**config.mk**
```make
export PLATFORM = sky130hd
export DESIGN_NAME = addr_gen_strided
export DESIGN_NICKNAME = d
export VERILOG_FILES = /design/src/rtl/addr_gen_pkg.sv /design/src/rtl/addr_gen_step.sv /design/src/rtl/dffre.sv /design/src/rtl/addr_gen_strided.sv
export SDC_FILE = /design/constraint.sdc
export NUM_CORES = 1
export LEC_CHECK = 0
export CAP_MARGIN = 20
export CORE_MARGIN = 2
export CORE_UTILIZATION = 40
export CTS_BUF_LIST = sky130_fd_sc_hd__clkbuf_4 sky130_fd_sc_hd__clkbuf_8
export DETAILED_ROUTE_END_ITERATION = 6
export GPL_TIMING_DRIVEN = 0
export PLACE_DENSITY = 0.71
export SLEW_MARGIN = 10
export SYNTH_ARGS = -nofsm -noshare
export SYNTH_HDL_FRONTEND = slang
export SYNTH_SLANG_ARGS = --single-unit
```
**constraint.sdc**
```tcl
create_clock -name clk -period 6.33 [get_ports clk]
set_input_delay 1.266 -clock clk [delete_from_list [all_inputs] [get_ports clk]]
set_output_delay 1.266 -clock clk [all_outputs]
set_load 0.05 [all_outputs]
```
**src/rtl/addr_gen_pkg.sv**
```systemverilog
// -----------------------------------------------------------------------------
// addr_gen_pkg
// Shared types, default widths and helpers for the strided address generator.
//
// Contents:
//   addr_gen_state_e  : controller states (IDLE, RUN)
//   DEF_ADDR_W        : default address width
//   DEF_STRIDE_W      : default stride field width
//   DEF_REP_W         : default repeat-count width
//   stride_eff()      : maps a zero stride to 1 so the walk always advances
//
// Optional feature macro used by the generator: ADDR_GEN_ABORT_EN
// -----------------------------------------------------------------------------
package addr_gen_pkg;

    typedef enum logic {
        IDLE = 1'b0,
        RUN  = 1'b1
    } addr_gen_state_e;

    localparam int DEF_ADDR_W   = 14;
    localparam int DEF_STRIDE_W = 8;
    localparam int DEF_REP_W    = 4;

    // A zero stride would never reach the end of the range, so it is
    // promoted to 1. Operates on a 32-bit container; callers resize.
    function automatic logic [31:0] stride_eff(input logic [31:0] stride);
        return (stride == 32'd0) ? 32'd1 : stride;
    endfunction

endpackage

```
**src/rtl/addr_gen_step.sv**
```systemverilog
// -----------------------------------------------------------------------------
// addr_gen_step
// Combinational step unit: given the current address, works out whether the
// next strided address leaves the range and what the following address is.
//
// Ports:
//   i_addr       : current address                  [ADDR_W-1:0]
//   i_stride     : effective (non-zero) stride      [STRIDE_W-1:0]
//   i_start      : first address of the range       [ADDR_W-1:0]
//   i_end        : inclusive upper bound            [ADDR_W-1:0]
//   o_endOfPass  : current address is the last one of this pass
//   o_addrNext   : next address (start again when the pass ends)
// -----------------------------------------------------------------------------
module addr_gen_step #(
    parameter int ADDR_W   = 14,
    parameter int STRIDE_W = 8
) (
    input  logic [ADDR_W-1:0]   i_addr,
    input  logic [STRIDE_W-1:0] i_stride,
    input  logic [ADDR_W-1:0]   i_start,
    input  logic [ADDR_W-1:0]   i_end,
    output logic                o_endOfPass,
    output logic [ADDR_W-1:0]   o_addrNext
);

    logic [ADDR_W:0] w_nxt;

    // The sum is one bit wider than the address so a carry out of the top
    // of the address space compares as larger than any end bound, which
    // ends the pass instead of wrapping back to a low address. A start
    // above end also lands here, giving exactly one beat per pass.
    always_comb begin
        w_nxt       = {1'b0, i_addr} + (ADDR_W+1)'(i_stride);
        o_endOfPass = (w_nxt > {1'b0, i_end});
        o_addrNext  = o_endOfPass ? i_start : w_nxt[ADDR_W-1:0];
    end

endmodule

```
**src/rtl/dffre.sv**
```systemverilog
// -----------------------------------------------------------------------------
// dffre
// Team flop: D flip-flop with synchronous active-low reset and clock enable.
//
// Ports:
//   i_clk  : clock
//   i_rstn : synchronous reset, active-low, clears o_q to zero
//   i_en   : load enable
//   i_d    : data in  [W-1:0]
//   o_q    : data out [W-1:0]
// -----------------------------------------------------------------------------
module dffre #(
    parameter int W = 1
) (
    input  logic         i_clk,
    input  logic         i_rstn,
    input  logic         i_en,
    input  logic [W-1:0] i_d,
    output logic [W-1:0] o_q
);

    // Reset wins over enable so every instance comes up at zero.
    always_ff @(posedge i_clk) begin
        if (!i_rstn) begin
            o_q <= '0;
        end else if (i_en) begin
            o_q <= i_d;
        end
    end

endmodule

```
**src/rtl/addr_gen_strided.sv**
```systemverilog
// -----------------------------------------------------------------------------
// addr_gen_strided
// Strided, repeating address generator placed between the command decoder
// and an SRAM/BRAM read port. A descriptor (start, end, stride, repeat) is
// taken over a valid/ready config port; addresses start, start+stride, ...
// up to end are streamed over a valid/ready output port, repeat+1 times.
//
// Ports:
//   clk        : system clock
//   rstn       : synchronous reset, active-low
//   cfg_valid  : descriptor offered
//   cfg_ready  : descriptor can be accepted (controller idle)
//   cfg_start  : first address                 [ADDR_W-1:0]
//   cfg_end    : inclusive upper bound         [ADDR_W-1:0]
//   cfg_stride : increment, 0 behaves as 1     [STRIDE_W-1:0]
//   cfg_repeat : extra passes over the range   [REP_W-1:0]
//   out_valid  : out_addr is valid
//   out_ready  : consumer accepts the beat
//   out_addr   : current address               [ADDR_W-1:0]
//   out_last   : final beat of the final pass
//   busy       : descriptor in progress
//   done       : one-cycle pulse after the final handshake
//   abort      : (ADDR_GEN_ABORT_EN only) abandon the running descriptor
//
// Build option: define ADDR_GEN_ABORT_EN to add the abort input.
// -----------------------------------------------------------------------------
module addr_gen_strided
    import addr_gen_pkg::*;
#(
    parameter int ADDR_W   = DEF_ADDR_W,
    parameter int STRIDE_W = DEF_STRIDE_W,
    parameter int REP_W    = DEF_REP_W
) (
    input  logic                clk,
    input  logic                rstn,
    input  logic                cfg_valid,
    output logic                cfg_ready,
    input  logic [ADDR_W-1:0]   cfg_start,
    input  logic [ADDR_W-1:0]   cfg_end,
    input  logic [STRIDE_W-1:0] cfg_stride,
    input  logic [REP_W-1:0]    cfg_repeat,
    output logic                out_valid,
    input  logic                out_ready,
    output logic [ADDR_W-1:0]   out_addr,
    output logic                out_last,
    output logic                busy,
    output logic                done
`ifdef ADDR_GEN_ABORT_EN
    ,
    input  logic                abort
`endif
);

    addr_gen_state_e     w_state;
    addr_gen_state_e     w_stateNext;
    logic                r_stateBit;

    logic [ADDR_W-1:0]   r_start;
    logic [ADDR_W-1:0]   r_end;
    logic [STRIDE_W-1:0] r_stride;
    logic [REP_W-1:0]    r_repeat;
    logic [ADDR_W-1:0]   r_addr;
    logic [REP_W-1:0]    r_passCnt;
    logic                r_done;

    logic                w_cfgLoad;
    logic                w_addrEn;
    logic [ADDR_W-1:0]   w_addrNext;
    logic                w_passEn;
    logic [REP_W-1:0]    w_passNext;
    logic                w_doneNext;

    logic [STRIDE_W-1:0] w_strideEff;
    logic                w_endOfPass;
    logic [ADDR_W-1:0]   w_stepAddr;
    logic                w_lastPass;
    logic                w_fire;
    logic                w_abort;

    // ---------------------------------------------------------------------
    // State and descriptor registers, all built from the shared flop.
    // ---------------------------------------------------------------------
    dffre #(.W(1)) u_state (
        .i_clk  (clk),
        .i_rstn (rstn),
        .i_en   (1'b1),
        .i_d    (w_stateNext),
        .o_q    (r_stateBit)
    );

    assign w_state = addr_gen_state_e'(r_stateBit);

    dffre #(.W(ADDR_W)) u_start (
        .i_clk  (clk),
        .i_rstn (rstn),
        .i_en   (w_cfgLoad),
        .i_d    (cfg_start),
        .o_q    (r_start)
    );

    dffre #(.W(ADDR_W)) u_end (
        .i_clk  (clk),
        .i_rstn (rstn),
        .i_en   (w_cfgLoad),
        .i_d    (cfg_end),
        .o_q    (r_end)
    );

    dffre #(.W(STRIDE_W)) u_stride (
        .i_clk  (clk),
        .i_rstn (rstn),
        .i_en   (w_cfgLoad),
        .i_d    (cfg_stride),
        .o_q    (r_stride)
    );

    dffre #(.W(REP_W)) u_repeat (
        .i_clk  (clk),
        .i_rstn (rstn),
        .i_en   (w_cfgLoad),
        .i_d    (cfg_repeat),
        .o_q    (r_repeat)
    );

    dffre #(.W(ADDR_W)) u_addr (
        .i_clk  (clk),
        .i_rstn (rstn),
        .i_en   (w_addrEn),
        .i_d    (w_addrNext),
        .o_q    (r_addr)
    );

    dffre #(.W(REP_W)) u_passCnt (
        .i_clk  (clk),
        .i_rstn (rstn),
        .i_en   (w_passEn),
        .i_d    (w_passNext),
        .o_q    (r_passCnt)
    );

    dffre #(.W(1)) u_done (
        .i_clk  (clk),
        .i_rstn (rstn),
        .i_en   (1'b1),
        .i_d    (w_doneNext),
        .o_q    (r_done)
    );

    // ---------------------------------------------------------------------
    // Step datapath: effective stride and next-address decision.
    // ---------------------------------------------------------------------
    assign w_strideEff = STRIDE_W'(stride_eff(32'(r_stride)));

    addr_gen_step #(
        .ADDR_W   (ADDR_W),
        .STRIDE_W (STRIDE_W)
    ) u_step (
        .i_addr      (r_addr),
        .i_stride    (w_strideEff),
        .i_start     (r_start),
        .i_end       (r_end),
        .o_endOfPass (w_endOfPass),
        .o_addrNext  (w_stepAddr)
    );

    // Handshake and pass bookkeeping. Everything here is derived from
    // registers only, so out_addr/out_last cannot move during a stall.
    always_comb begin
        w_lastPass = (r_passCnt == r_repeat);
        w_fire     = (w_state == RUN) & out_ready;
`ifdef ADDR_GEN_ABORT_EN
        w_abort    = (w_state == RUN) & abort;
`else
        w_abort    = 1'b0;
`endif
    end

    // ---------------------------------------------------------------------
    // Next-state and register-update decode. IDLE only listens to the
    // config port; RUN only reacts to output handshakes (and abort).
    // ---------------------------------------------------------------------
    always_comb begin
        w_stateNext = w_state;
        w_cfgLoad   = 1'b0;
        w_addrEn    = 1'b0;
        w_addrNext  = r_addr;
        w_passEn    = 1'b0;
        w_passNext  = r_passCnt;
        w_doneNext  = 1'b0;

        unique case (w_state)
            IDLE: begin
                if (cfg_valid) begin
                    w_stateNext = RUN;
                    w_cfgLoad   = 1'b1;
                    w_addrEn    = 1'b1;
                    w_addrNext  = cfg_start;
                    w_passEn    = 1'b1;
                    w_passNext  = '0;
                end
            end
            RUN: begin
                if (w_fire) begin
                    if (!w_endOfPass) begin
                        w_addrEn   = 1'b1;
                        w_addrNext = w_stepAddr;
                    end else if (!w_lastPass) begin
                        w_addrEn   = 1'b1;
                        w_addrNext = w_stepAddr;
                        w_passEn   = 1'b1;
                        w_passNext = r_passCnt + REP_W'(1);
                    end else begin
                        w_stateNext = IDLE;
                        w_doneNext  = 1'b1;
                    end
                end
                // An abort still lets a coinciding beat count as sent;
                // it only stops anything after it.
                if (w_abort) begin
                    w_stateNext = IDLE;
                    w_doneNext  = 1'b1;
                end
            end
            default: begin
                w_stateNext = IDLE;
            end
        endcase
    end

    // ---------------------------------------------------------------------
    // Output decode.
    // ---------------------------------------------------------------------
    always_comb begin
        cfg_ready = (w_state == IDLE);
        busy      = (w_state == RUN);
        out_valid = (w_state == RUN);
        out_addr  = r_addr;
        out_last  = (w_state == RUN) & w_endOfPass & w_lastPass;
        done      = r_done;
    end

endmodule

```
* Word-level counts from Yosys, hierarchy flattened
Cells that the tools add are included. W data, S select, Z words.
Word-level totals: logic and storage cells 49, input bits 44, register bits 60, output and inout port bits 19
Operators by class: reductions and logical operators 4, $lt $le $gt $ge 1, multiplexer cells 24, eq/ne operators 6, add/subtract/negate cells 2, bitwise logic cells 4
Operator list (number):
- $mux W14 | 5
- $pmux W14 S2 | 1
- $mux W4 | 4
- $add A14 B8 Y15 | 1
- $gt A15 B14 Y1 | 1
- $mux W1 | 9
- $logic_not A8 Y1 | 1
- $mux W8 | 1
- $ne A2 B2 Y1 const B | 4
- $pmux W4 S2 | 1
- $reduce_and A4 Y1 | 2
- $pmux W1 S2 | 3
- $reduce_and A5 Y1 | 1
- $add A4 B1 Y4 const B | 1
- $eq A4 B4 Y1 | 1
- $and A1 B1 Y1 | 3
- $ne A3 B3 Y1 const B | 1
- $not A1 Y1 | 1

* Logic depth before layout (Yosys ltp)
Gate-level depths: netlist (run 1).
depth after elaboration 9, depth in mapped cells 19, mapped depth without buffers 18

* Cells and area by module
A second synthesis (run 1) with hierarchy kept.
Unflattened totals: cell total of the unflattened synthesis 433, area, all modules 4061.4 um2
Modules (own cells, without submodules):
- dffre at u_addr ... | instances 3, cells each 45, area an instance 543.0 um2, sequential area each 280.3 um2
- addr_gen_step | instances 1, cells each 138, area an instance 1038.5 um2, sequential area each 0.0 um2
- addr_gen_strided | instances 1, cells each 103, area an instance 706.9 um2, sequential area each 0.0 um2
- dffre at u_passCnt ... | instances 2, cells each 13, area an instance 156.4 um2, sequential area each 80.1 um2
- dffre at u_stride | instances 1, cells each 25, area an instance 301.5 um2, sequential area each 160.2 um2
- dffre at u_done ... | instances 2, cells each 3, area an instance 36.3 um2, sequential area each 20.0 um2

* Least setup slack after synthesis (run 1)
No wires, ideal clock.
kind reg2out, start point register u_addr.o_q[2], end point output out_last, path buffers 1, cell stages (with the launch flop) 15, path slack 1.213 ns, required time 5.064 ns, data arrival time 3.851 ns, path through dfxtp_1 ha_1 nor2b_1 o31a_4 o31ai_4 nor2_1 xor2_1 ha_1 nand4_1 a211oi_1 o41ai_2 buf_6 nand2_1 nand2_1 nor2_1
Between the ends: word-level cells in the longest chain between the ends 4
Ends and longest elaborated chain:
- from (decl) | RTL line dffre.sv:19 | output logic [W-1:0] o_q
- from (signal assigned) | RTL line dffre.sv:27 | o_q <= i_d;
- $add A14 B8 Y15 | RTL line addr_gen_step.sv:33 | w_nxt = {1'b0, i_addr} + (ADDR_W+1)'(i_stride);
- $gt A15 B14 Y1 | RTL line addr_gen_step.sv:34 | o_endOfPass = (w_nxt > {1'b0, i_end});
- $and A1 B1 Y1 (2 in a row) | RTL line addr_gen_strided.sv:238 | out_last = (w_state == RUN) & w_endOfPass & w_lastPass;
- to (decl) | RTL line addr_gen_strided.sv:45 | output logic out_last,
Every way passes these cells.

* Worst setup path after layout (run 1)
start point register u_stride.o_q[2], end point output out_last
Between the ends: word-level cells in the longest chain between the ends 6
Ends and longest elaborated chain:
- from (decl) | RTL line dffre.sv:19
- from (signal assigned) | RTL line dffre.sv:27
- $logic_not A8 Y1 | RTL line addr_gen_pkg.sv:28 | return (stride == 32'd0) ? 32'd1 : stride;
- $mux W8 (*) | RTL line addr_gen_pkg.sv:28
- $add A14 B8 Y15 (*) | RTL line addr_gen_step.sv:33
- $gt A15 B14 Y1 (*) | RTL line addr_gen_step.sv:34
- $and A1 B1 Y1 (*) (2 in a row) | RTL line addr_gen_strided.sv:238
Mark *: on every way between the ends. The rest lies on a longest branch, timed or not.

==> results of run 1 <==
[stage by stage]
stage | setup slack (ns) | cells
after global routing | 0.122 | 628
after detailed placement | 0.119 | 612
after floorplan | 1.21 | 442
final | 0.412 | 628
after global placement | 0.163 | 612
after CTS | 0.0972 | 628
[cells by family after synthesis]
logic type,after synthesis,synth area share
AO/OA/AOI/OAI,127,0.241
buffers and inverters,48,0.0699
AND/OR/NAND/NOR,166,0.214
multiplexers,2,0.00642
flip-flops,60,0.343
XOR/XNOR,15,0.0375
adder cells (fa/ha/maj),24,0.0878
[critical path: cells and delay by family (launching register included)]
kind	cells	cell delay (ns)
simple gates	7	1.11
buf+inv	3	0.51
compound gates	6	1.17
flops	1	0.35
xor+xnor	1	0.26
fa+ha+maj	3	0.87
[sequential cells by signal (all words and copies together) (netlist names)]
signal / count
u_addr.o_q: 14
u_done.o_q: 1
u_end.o_q: 14
u_passCnt.o_q: 4
u_repeat.o_q: 4
u_start.o_q: 14
u_state.o_q: 1
u_stride.o_q: 8
[area by class of cell]
type / instances / area, um2
fill: 825 / 4120
multi-input combinational: 334 / 2070
sequential: 60 / 1200
timing repair buffer: 62 / 616
buffer: 27 / 166
tap: 108 / 135
clock buffer: 9 / 124
clock inverter: 7 / 81.3
inverter: 21 / 78.8
[metal layers]
| layer | vias up | global-route usage | wire length, um |
|---|---|---|---|
| met4 | 0 | 0.0545 | 111 |
| met2 | 129 | 0.363 | 4790 |
| li1 | 1693 | - | - |
| met5 | - | 0 | 0 |
| met3 | 10 | 0.0403 | 608 |
| met1 | 1554 | 0.293 | 4650 |
[final timing paths]
kind                                       from              to  depth (start not counted)
worst max-delay path            u_stride.o_q[2]        out_last                         20
worst max register to register  u_stride.o_q[2]   u_addr.o_q[9]                         19
worst min register to register   u_start.o_q[2]  u_start.o_q[2]                          2
worst min-delay path             u_start.o_q[2]  u_start.o_q[2]                          2
[what timing repair did]
| item | 4_1_cts | 5_1_grt |
|---|---|---|
| cloned | 0 | 0 |
| endpoints found under the setup margin | 1 | 1 |
| pin swaps | 0 | 1 |
| gates resized for setup | 2 | 2 |
[layout by cell type, fill, tap and decap left out, types with 15 or more instances in the layout]
| master | count |
|---|---|
| nand2_1 | 101 |
| clkdlybuf4s50_1 | 61 |
| a21oi_1 | 60 |
| dfxtp_1 | 60 |
| ha_1 | 23 |
| inv_1 | 20 |
| nand3_1 | 16 |
| clkbuf_1 | 15 |
| nor2_1 | 15 |
[power groups by stage]
stage / clock network (W) / registers (W) / logic [W]
after floorplan: 0 / 0.000502 / 0.000334
after global placement: 0 / 0.000453 / 0.000543
after detailed placement: 0 / 0.000454 / 0.000550
after CTS: 0.000366 / 0.000446 / 0.000560
after global routing: 0.000383 / 0.000451 / 0.000610
final: 0.000361 / 0.000446 / 0.000563
==> results.sh, run 1 <==
export IMPL_status="complete, no violations"
export IMPL_grt_pass1_wl_um=16400
export IMPL_pwr_share_seq=0.326
export IMPL_yosys_warnings=0
export IMPL_critPathCaptureType="primary output"
export IMPL_crit_path_max_fanout=10
export IMPL_grt_setup_unrepaired="no"
export IMPL_powerDensity_mw_per_mm2=306
export IMPL_cts_sinks=60
export IMPL_drc_errors=0
export IMPL_clk_pin_slew_ns=0.08
export IMPL_synth_seq_area_share=0.343
export IMPL_dp_hpwl_um=8000
export IMPL_fin_util=0.521
export IMPL_overflow=0
export IMPL_synthFlopType="dfxtp_1"
export IMPL_holdWs_ns=0.458
export IMPL_layout_worst_path_cycle_share=0.935
export IMPL_power_switching_w=0.000552
export IMPL_fp_coreArea_mm2=0.00859
export IMPL_die_x_um=97.6
export IMPL_clockBufferDepth=2
export IMPL_worstPathCellList="nor4_1 -> a21o_1 -> ha_1 -> inv_1 -> fa_1 -> nor2b_1 -> o31a_4 -> o31ai_4 -> nand2b_1 -> xnor2_1 -> ha_1 -> a21o_1 -> a21oi_2 -> nand2b_1 -> o41ai_4 -> buf_6 -> nand2_1 -> nand2_1 -> nor2_1 -> clkbuf_2"
export IMPL_crit_required_ns=5.06
export IMPL_syn_area_mm2=0.00351
export IMPL_max_slew_margin=0.602
export IMPL_detail_route_iter0_violations=248
export IMPL_port_buffers=62
export IMPL_ys_ff_latch=60
export IMPL_row_count=34
export IMPL_dieHeight_um=97.6
export IMPL_synth_edf_count=0
export IMPL_cts_setup_buffers=0
export IMPL_p_leak_nw=1.69
export IMPL_ir_worst_vdd_mv=0.172
export IMPL_fmax_ghz=0.169
export IMPL_hold_viol=0
export IMPL_cp_slowest_stage_delay_ns=0.41
export IMPL_via_per_inst=5.39
export IMPL_yosys_area_top_type="dfxtp_1"
export IMPL_start_util=0.408
export IMPL_finalSetupViolations=0
export IMPL_p_int_w=0.000818
export IMPL_synth_distinct_cells=54
export IMPL_synthArstFlopShare=0
export IMPL_rrSetupSlack_ns=1.61
export IMPL_cp_data_arrival_time_ns=4.65
export IMPL_syn_num_nets=510
export IMPL_first_pass_iters=4
export IMPL_critical_path_class="flip-flop to primary output"
export IMPL_synth_area_top_cells="dfxtp_1 (34%), nand2_1 (11%), a21oi_1 (8.6%), ha_1 (8.2%), xnor2_1 (3.2%)"
export IMPL_maxCapViolations=0
export IMPL_ant_nets=0
export IMPL_synth_top_area_frac=0.343
export IMPL_dpl_cell_area_mm2=0.00426
export IMPL_ios=63
export IMPL_clock_latency_ns=0.35
export IMPL_layout_drive_gt1_share=0.0788
export IMPL_vias=3386
export IMPL_antenna_found_initial=0
export IMPL_final_design_area_no_fill_mm2=0.00447
export IMPL_cts_tree="built"
export IMPL_synth_most_common_cell="nand2_1"
export IMPL_synthCells=442
export IMPL_dieArea_mm2=0.00953
export IMPL_grt_pass1_vias=3214
export IMPL_track_usage=0.218
export IMPL_setup_tns_ns=0
export IMPL_finClkSkew_ns=0.0136
export IMPL_root_buffer="clkbuf_8"
export IMPL_syn_avg_cell_area_um2=7.93
export IMPL_crit_slowest_cell="fa_1"
export IMPL_start_kind="flip-flop"
export IMPL_htreeDepth=3
export IMPL_antenna_cells=0
export IMPL_hold_buffers=0
export IMPL_syn_to_final_growth_pct=27.6
export IMPL_grt_max_degree=14
export IMPL_layout_min_cycle_time_ns=5.92
export IMPL_layout_nets=583
export IMPL_worstMarginPinSlew_ns=0.597
export IMPL_hold_class="flip-flop to flip-flop"
export IMPL_clkPwrFrac=0.263
export IMPL_slew_viol_final=0
export IMPL_numCtsBuffers=9
export IMPL_netSwitchingFraction=0.403
export IMPL_p_total_w=0.00137
export IMPL_wl_per_cell_um=16.2
export IMPL_synth_common_cells="nand2_1 (101), a21oi_1 (60), dfxtp_1 (60), ha_1 (23), inv_1 (20)"
export IMPL_pwr_share_comb=0.411
export IMPL_gp_congestion=0.893
export IMPL_drt_wl_total_um=10200
No activity file was read; power rests on OpenSTA's default activity.
==> inputs of run 2 (changes only) <==
--- a/config.mk
+++ b/config.mk
@@ -11,7 +11,7 @@
 export CTS_BUF_LIST = sky130_fd_sc_hd__clkbuf_4 sky130_fd_sc_hd__clkbuf_8
 export DETAILED_ROUTE_END_ITERATION = 6
 export GPL_TIMING_DRIVEN = 0
-export PLACE_DENSITY = 0.71
+export PLACE_DENSITY = 0.73
 export SLEW_MARGIN = 10
 export SYNTH_ARGS = -nofsm -noshare
 export SYNTH_HDL_FRONTEND = slang
==> constraint.sdc (replaced) <==
create_clock -name clk -period 5.28 [get_ports clk]
set_input_delay 1.056 -clock clk [delete_from_list [all_inputs] [get_ports clk]]
set_output_delay 1.056 -clock clk [all_outputs]
set_load 0.05 [all_outputs]
==> run 2 against run 1 <==
  * First-iteration DRC count decreased by 8.1%
  * Die area unchanged
  * Non-clock buffer count increased by 13
  * Clock power increased by 42%
  * Sequential share of layout area decreased by 1.3 points
  * Clock skew decreased by 0.0055 ns
  * Wire length increased by 5.3%
  * Register-to-register slack got worse by 0.81 ns
  * Sequential cell count unchanged
  * Worst setup slack got worse by 0.32 ns
  * Largest power group unchanged
==> results.sh, run 2 (synthesis results as in run 1) <==
export IMPL_dieArea_mm2=0.00953
export IMPL_max_slew_margin=0.586
export IMPL_grt_pass1_wl_um=16400
export IMPL_dp_hpwl_um=8160
export IMPL_layout_worst_path_cycle_share=0.982
export IMPL_critPathCaptureType="primary output"
export IMPL_worstMarginPinSlew_ns=0.620
export IMPL_antenna_cells=0
export IMPL_numCtsBuffers=9
export IMPL_ios=63
export IMPL_r2r_start="u_stride.o_q[7]"
export IMPL_layout_min_cycle_time_ns=5.19
export IMPL_overflow=0
export IMPL_p_total_w=0.00182
export IMPL_slew_viol_final=0
export IMPL_track_usage=0.217
export IMPL_row_count=34
export IMPL_syn_to_final_growth_pct=35.9
export IMPL_cts_tree="built"
export IMPL_clk_pin_slew_ns=0.07
export IMPL_vias=3475
export IMPL_top_regs="u_addr.o_q: 14 flops, u_end.o_q: 14 flops, u_start.o_q: 14 flops"
export IMPL_worst_path_dominant_cell_family="compound AO/OA/AOI/OAI gates"
export IMPL_crit_slowest_cell="o41ai_4"
export IMPL_hold_buffers=0
export IMPL_clock_latency_ns=0.34
export IMPL_cp_num_buf_inv=3
export IMPL_port_buffers=62
export IMPL_hold_viol=0
export IMPL_clockBufferDepth=2
export IMPL_status="complete, no violations"
export IMPL_gp_congestion=0.903
export IMPL_worstPathCellList="nor4_4 -> a21o_1 -> ha_2 -> inv_2 -> fa_2 -> nor2b_4 -> o31a_4 -> o31ai_4 -> nand2b_4 -> xnor2_4 -> ha_4 -> a21o_1 -> a21oi_2 -> nand2b_1 -> o41ai_4 -> buf_6 -> nand2_4 -> nand2_2 -> nor2_2 -> buf_6"
export IMPL_drc_errors=0
export IMPL_final_common_cell="nand2_1"
export IMPL_first_pass_iters=7
export IMPL_timing_rr_end="u_addr.o_q[7]"
export IMPL_min_from="u_start.o_q[11]"
export IMPL_p_leak_nw=1.81
export IMPL_fmax_ghz=0.193
export IMPL_layout_drive_gt1_share=0.148
export IMPL_detail_route_iter0_violations=228
export IMPL_crit_path_max_fanout=5
export IMPL_critical_path_class="flip-flop to primary output"
export IMPL_crit_required_ns=4.22
export IMPL_rrSetupSlack_ns=0.80
export IMPL_ant_nets=0
export IMPL_min_to="u_start.o_q[11]"
export IMPL_ir_worst_vdd_mv=0.160
export IMPL_layout_nets=596
export IMPL_powerDensity_mw_per_mm2=381
export IMPL_drt_wl_total_um=10700
export IMPL_cts_sinks=60
export IMPL_holdWs_ns=0.458
export IMPL_maxCapViolations=0
export IMPL_cp_slowest_stage_delay_ns=0.42
export IMPL_finalSetupViolations=0
export IMPL_wl_per_cell_um=16.7
export IMPL_start_util=0.408
export IMPL_grt_pass1_vias=3177
export IMPL_final_cell_mix="nand2_1 (99), clkdlybuf4s50_1 (61), a21oi_1 (57), dfxtp_1 (53), ha_1 (20)"
export IMPL_htreeDepth=3
export IMPL_die_x_um=97.6
export IMPL_start_kind="flip-flop"
export IMPL_root_buffer="clkbuf_8"
export IMPL_grt_max_degree=11
export IMPL_via_per_inst=5.43
export IMPL_hold_depth=2
export IMPL_antenna_found_initial=0
export IMPL_fp_coreArea_mm2=0.00859
export IMPL_cp_data_arrival_time_ns=4.13
export IMPL_dieHeight_um=97.6
export IMPL_rr_worst_depth=19
export IMPL_finClkSkew_ns=0.00808
export IMPL_hold_class="flip-flop to flip-flop"
run 2: layout make-up:
class / instances / area (um2)
Timing Repair Buffer: 75 / 719
Sequential cell: 60 / 1210
Buffer: 27 / 166
Fill cell: 807 / 3830
Clock inverter: 4 / 97.6
Inverter: 21 / 78.8
Multi-Input combinational cell: 334 / 2210
Clock buffer: 11 / 145
Tap cell: 108 / 135
run 2: stage by stage:
stage          cell area (um2)  setup TNS [ns]  cells  worst slack, ns   util
3_3_place_gp              4260          -0.671    612           -0.671  0.496
3_5_place_dp              4260          -0.693    612           -0.693  0.496
5_1_grt                   4760         -0.0628    640          -0.0628  0.554
2_1_floorplan             3510               0    442            0.373      -
4_1_cts                   4580               0    631           0.0149  0.533
6_report                  4760               0    640           0.0936  0.554
run 2: timing repair:
action	4_1_cts	5_1_grt
endpoints found under the setup margin	1	1
gates resized for setup	15	26
pin swaps	4	11
setup buffers	4	9
run 2: metal layers:
layer,wire length (um),up-vias,GRT usage,part of all wire
li1,-,1723,-,-
met5,0,-,0,0
met1,4850,1627,0.302,0.45
met2,5170,112,0.355,0.48
met3,547,13,0.0338,0.051
met4,120,0,0.0491,0.011
run 2: worst max-delay path by stage:
stage | start | to | slack, ns | depth (start not counted)
global placement | u_stride.o_q[2] | out_last | -0.67 | 20
CTS | u_stride.o_q[2] | out_last | 0.01 | 20
floorplan | u_addr.o_q[2] | out_last | 0.37 | 14
global route | u_stride.o_q[7] | out_last | -0.06 | 20
detailed placement | u_stride.o_q[2] | out_last | -0.69 | 20
finish | u_stride.o_q[7] | out_last | 0.09 | 20
run 2: worst reg2reg max path, cell delays in order, from the launching register on:
cell and delay (ns):
dfxtp_4 0.37, nor4_4 0.26, a21o_1 0.15, ha_2 0.17
inv_2 0.04, fa_2 0.41, nor2b_4 0.14, o31a_4 0.17
o31ai_4 0.09, nand2b_4 0.19, xnor2_4 0.18, ha_4 0.23
a21o_1 0.16, a21oi_2 0.15, nand2b_1 0.14, buf_4 0.16
o41a_1 0.50, o211ai_4 0.37, nand2_4 0.13, o311a_1 0.35
run 2: where the power goes:
part,internal [W],total (W),switching [W]
clock network,0.000329,0.000513,0.000184
registers,0.000495,0.000541,0.0000458
logic,0.000321,0.000763,0.000442
==> patch (flow settings as in run 1) <==
Change the package constant `DEF_REP_W` from 4 to 5.
--- a/src/rtl/addr_gen_pkg.sv
+++ b/src/rtl/addr_gen_pkg.sv
@@ -22,3 +22,3 @@
     localparam int DEF_STRIDE_W = 8;
-    localparam int DEF_REP_W    = 4;
+    localparam int DEF_REP_W    = 5;
 
Ports: changed (resized cfg_repeat); port bits go from 63 to 64. No check against the original RTL was run, so the function may have changed too.
==> patch against run 1 <==
- count of clock-buffer cells in the layout increased by 2
- setup slack worse by 0.13 ns
- area after synthesis grew 0.96%
- clock skew hardly changed
- critical path depth is the same
- synthesized cell count increased by 1.1%
- cell area is 0.36% higher
- total power shrank 13%
- sequential cell count is 2 higher
- sequential share of layout area grew 0.79 points
- routed wire length grew 1.6%
- combinational power is 25% lower
- critical endpoint unchanged
- largest cell class unchanged
- highest routed layer unchanged
==> patch: results (changes against run 1) <==
Yosys
  – Top cells by area, synth: dfxtp_1 (35%), nand2_1 (10%), a21oi_1 (8.6%) (was dfxtp_1 (34%), nand2_1 (11%), a21oi_1 (8.6%))
  – Yosys reg bits: 62 (was 60)
  – Distinct cells, synth: 64 (was 54)
  – Syn_nets: 516 (was 510)

Route
  – M1 WL: 4560 microns (was 4650 microns)
  – Drt pass-1 iters: 5 (was 4)
  – 1st-iter DRT viols: 170 (was 248)
  – DR WL/cell: 16.3 microns (was 16.2 microns)
  – Met3 WL: 492 microns (was 608 microns)
  – WL met2: 5060 microns (was 4790 microns)

Min path
  – Worst Hold Launch: u_start.o_q[3]$_SDFFE_PN0P_ (was u_start.o_q[2]$_SDFFE_PN0P_)
  – WHS Endpoint: u_start.o_q[3]$_SDFFE_PN0P_ (was u_start.o_q[2]$_SDFFE_PN0P_)

Place
  – Placed insts: 618 (was 612)
  – Pre-CTS setup slack: -0.0479 ns (was 0.119 ns)
  – GPL Wtd Cong: 0.964 (was 0.893)
  – Placed cell area: 4310 sq um (was 4260 sq um)
  – Post-DP HPWL: 7930 microns (was 8000 microns)

GRT
  – First-pass GRT wire length: 16700 microns (was 16400 microns)
  – Largest net degree at the start of global routing: 12 (was 14)

Layout
  – Fraction of cell area in non-clock buffers: 0.169 (was 0.175)
  – Final-layout clock-cell area share: 0.0401 (was 0.0459)
  – Nets@finish: 590 (was 583)
  – Sequential cell area: 1240 sq um (was 1200 sq um)
  – Non-Filler Instances: 634 (was 628)
  – Multi-input comb cells: 336 (was 334)

Worst setup path
  – R2r setup slk: 1.77 ns (was 1.61 ns)
  – Top Family by Delay on Critical Path: simple AND/OR/NAND/NOR gates (was compound AO/OA/AOI/OAI gates)
  – Worst EP arrival: 4.78 ns (was 4.65 ns)

Status
  – Outcome: complete, no violations (unchanged)

Power and ir drop
  – Leakage: 1.72 nW (was 1.69 nW)
  – Sw Ratio: 0.382 (was 0.403)
  – Combinational share of power: 0.355 (was 0.411)

Timing
  – Hold slack: 0.457 ns (was 0.458 ns)
  – Post-route minimum period: 6.05 ns (was 5.92 ns)
==> patch: cell types whose count changed in the layout (fill, tap and decap cells not counted), sizes merged, moves of 4 or more <==
cell | before | now
a21boi | 1 | 5
nand2 | 104 | 98
o2111ai | 6 | 1
nor2b | 7 | 2
and3 | 7 | 1
a311oi | 6 | 2
clkbuf | 26 | 31
a211oi | 2 | 7
==> patch: layer usage <==
metal  track usage  vias up
met5             0        -
met4        0.0801        0
met3        0.0315       22
met2         0.377       98
met1         0.273     1655
li1              -     1734
==> patch: kinds of logic after synthesis <==
logic type / synth area share
simple gates: 0.193
compound gates: 0.269
flops: 0.351
buf+inv: 0.0601
fa+ha+maj: 0.0870
xor+xnor: 0.0371
mux: 0.00318
==> patch: repair_timing <==
item / CTS / global route
hold buffers: 0 / 0
setup endpoints to repair: 1 / 1
resized for setup: 4 / 6
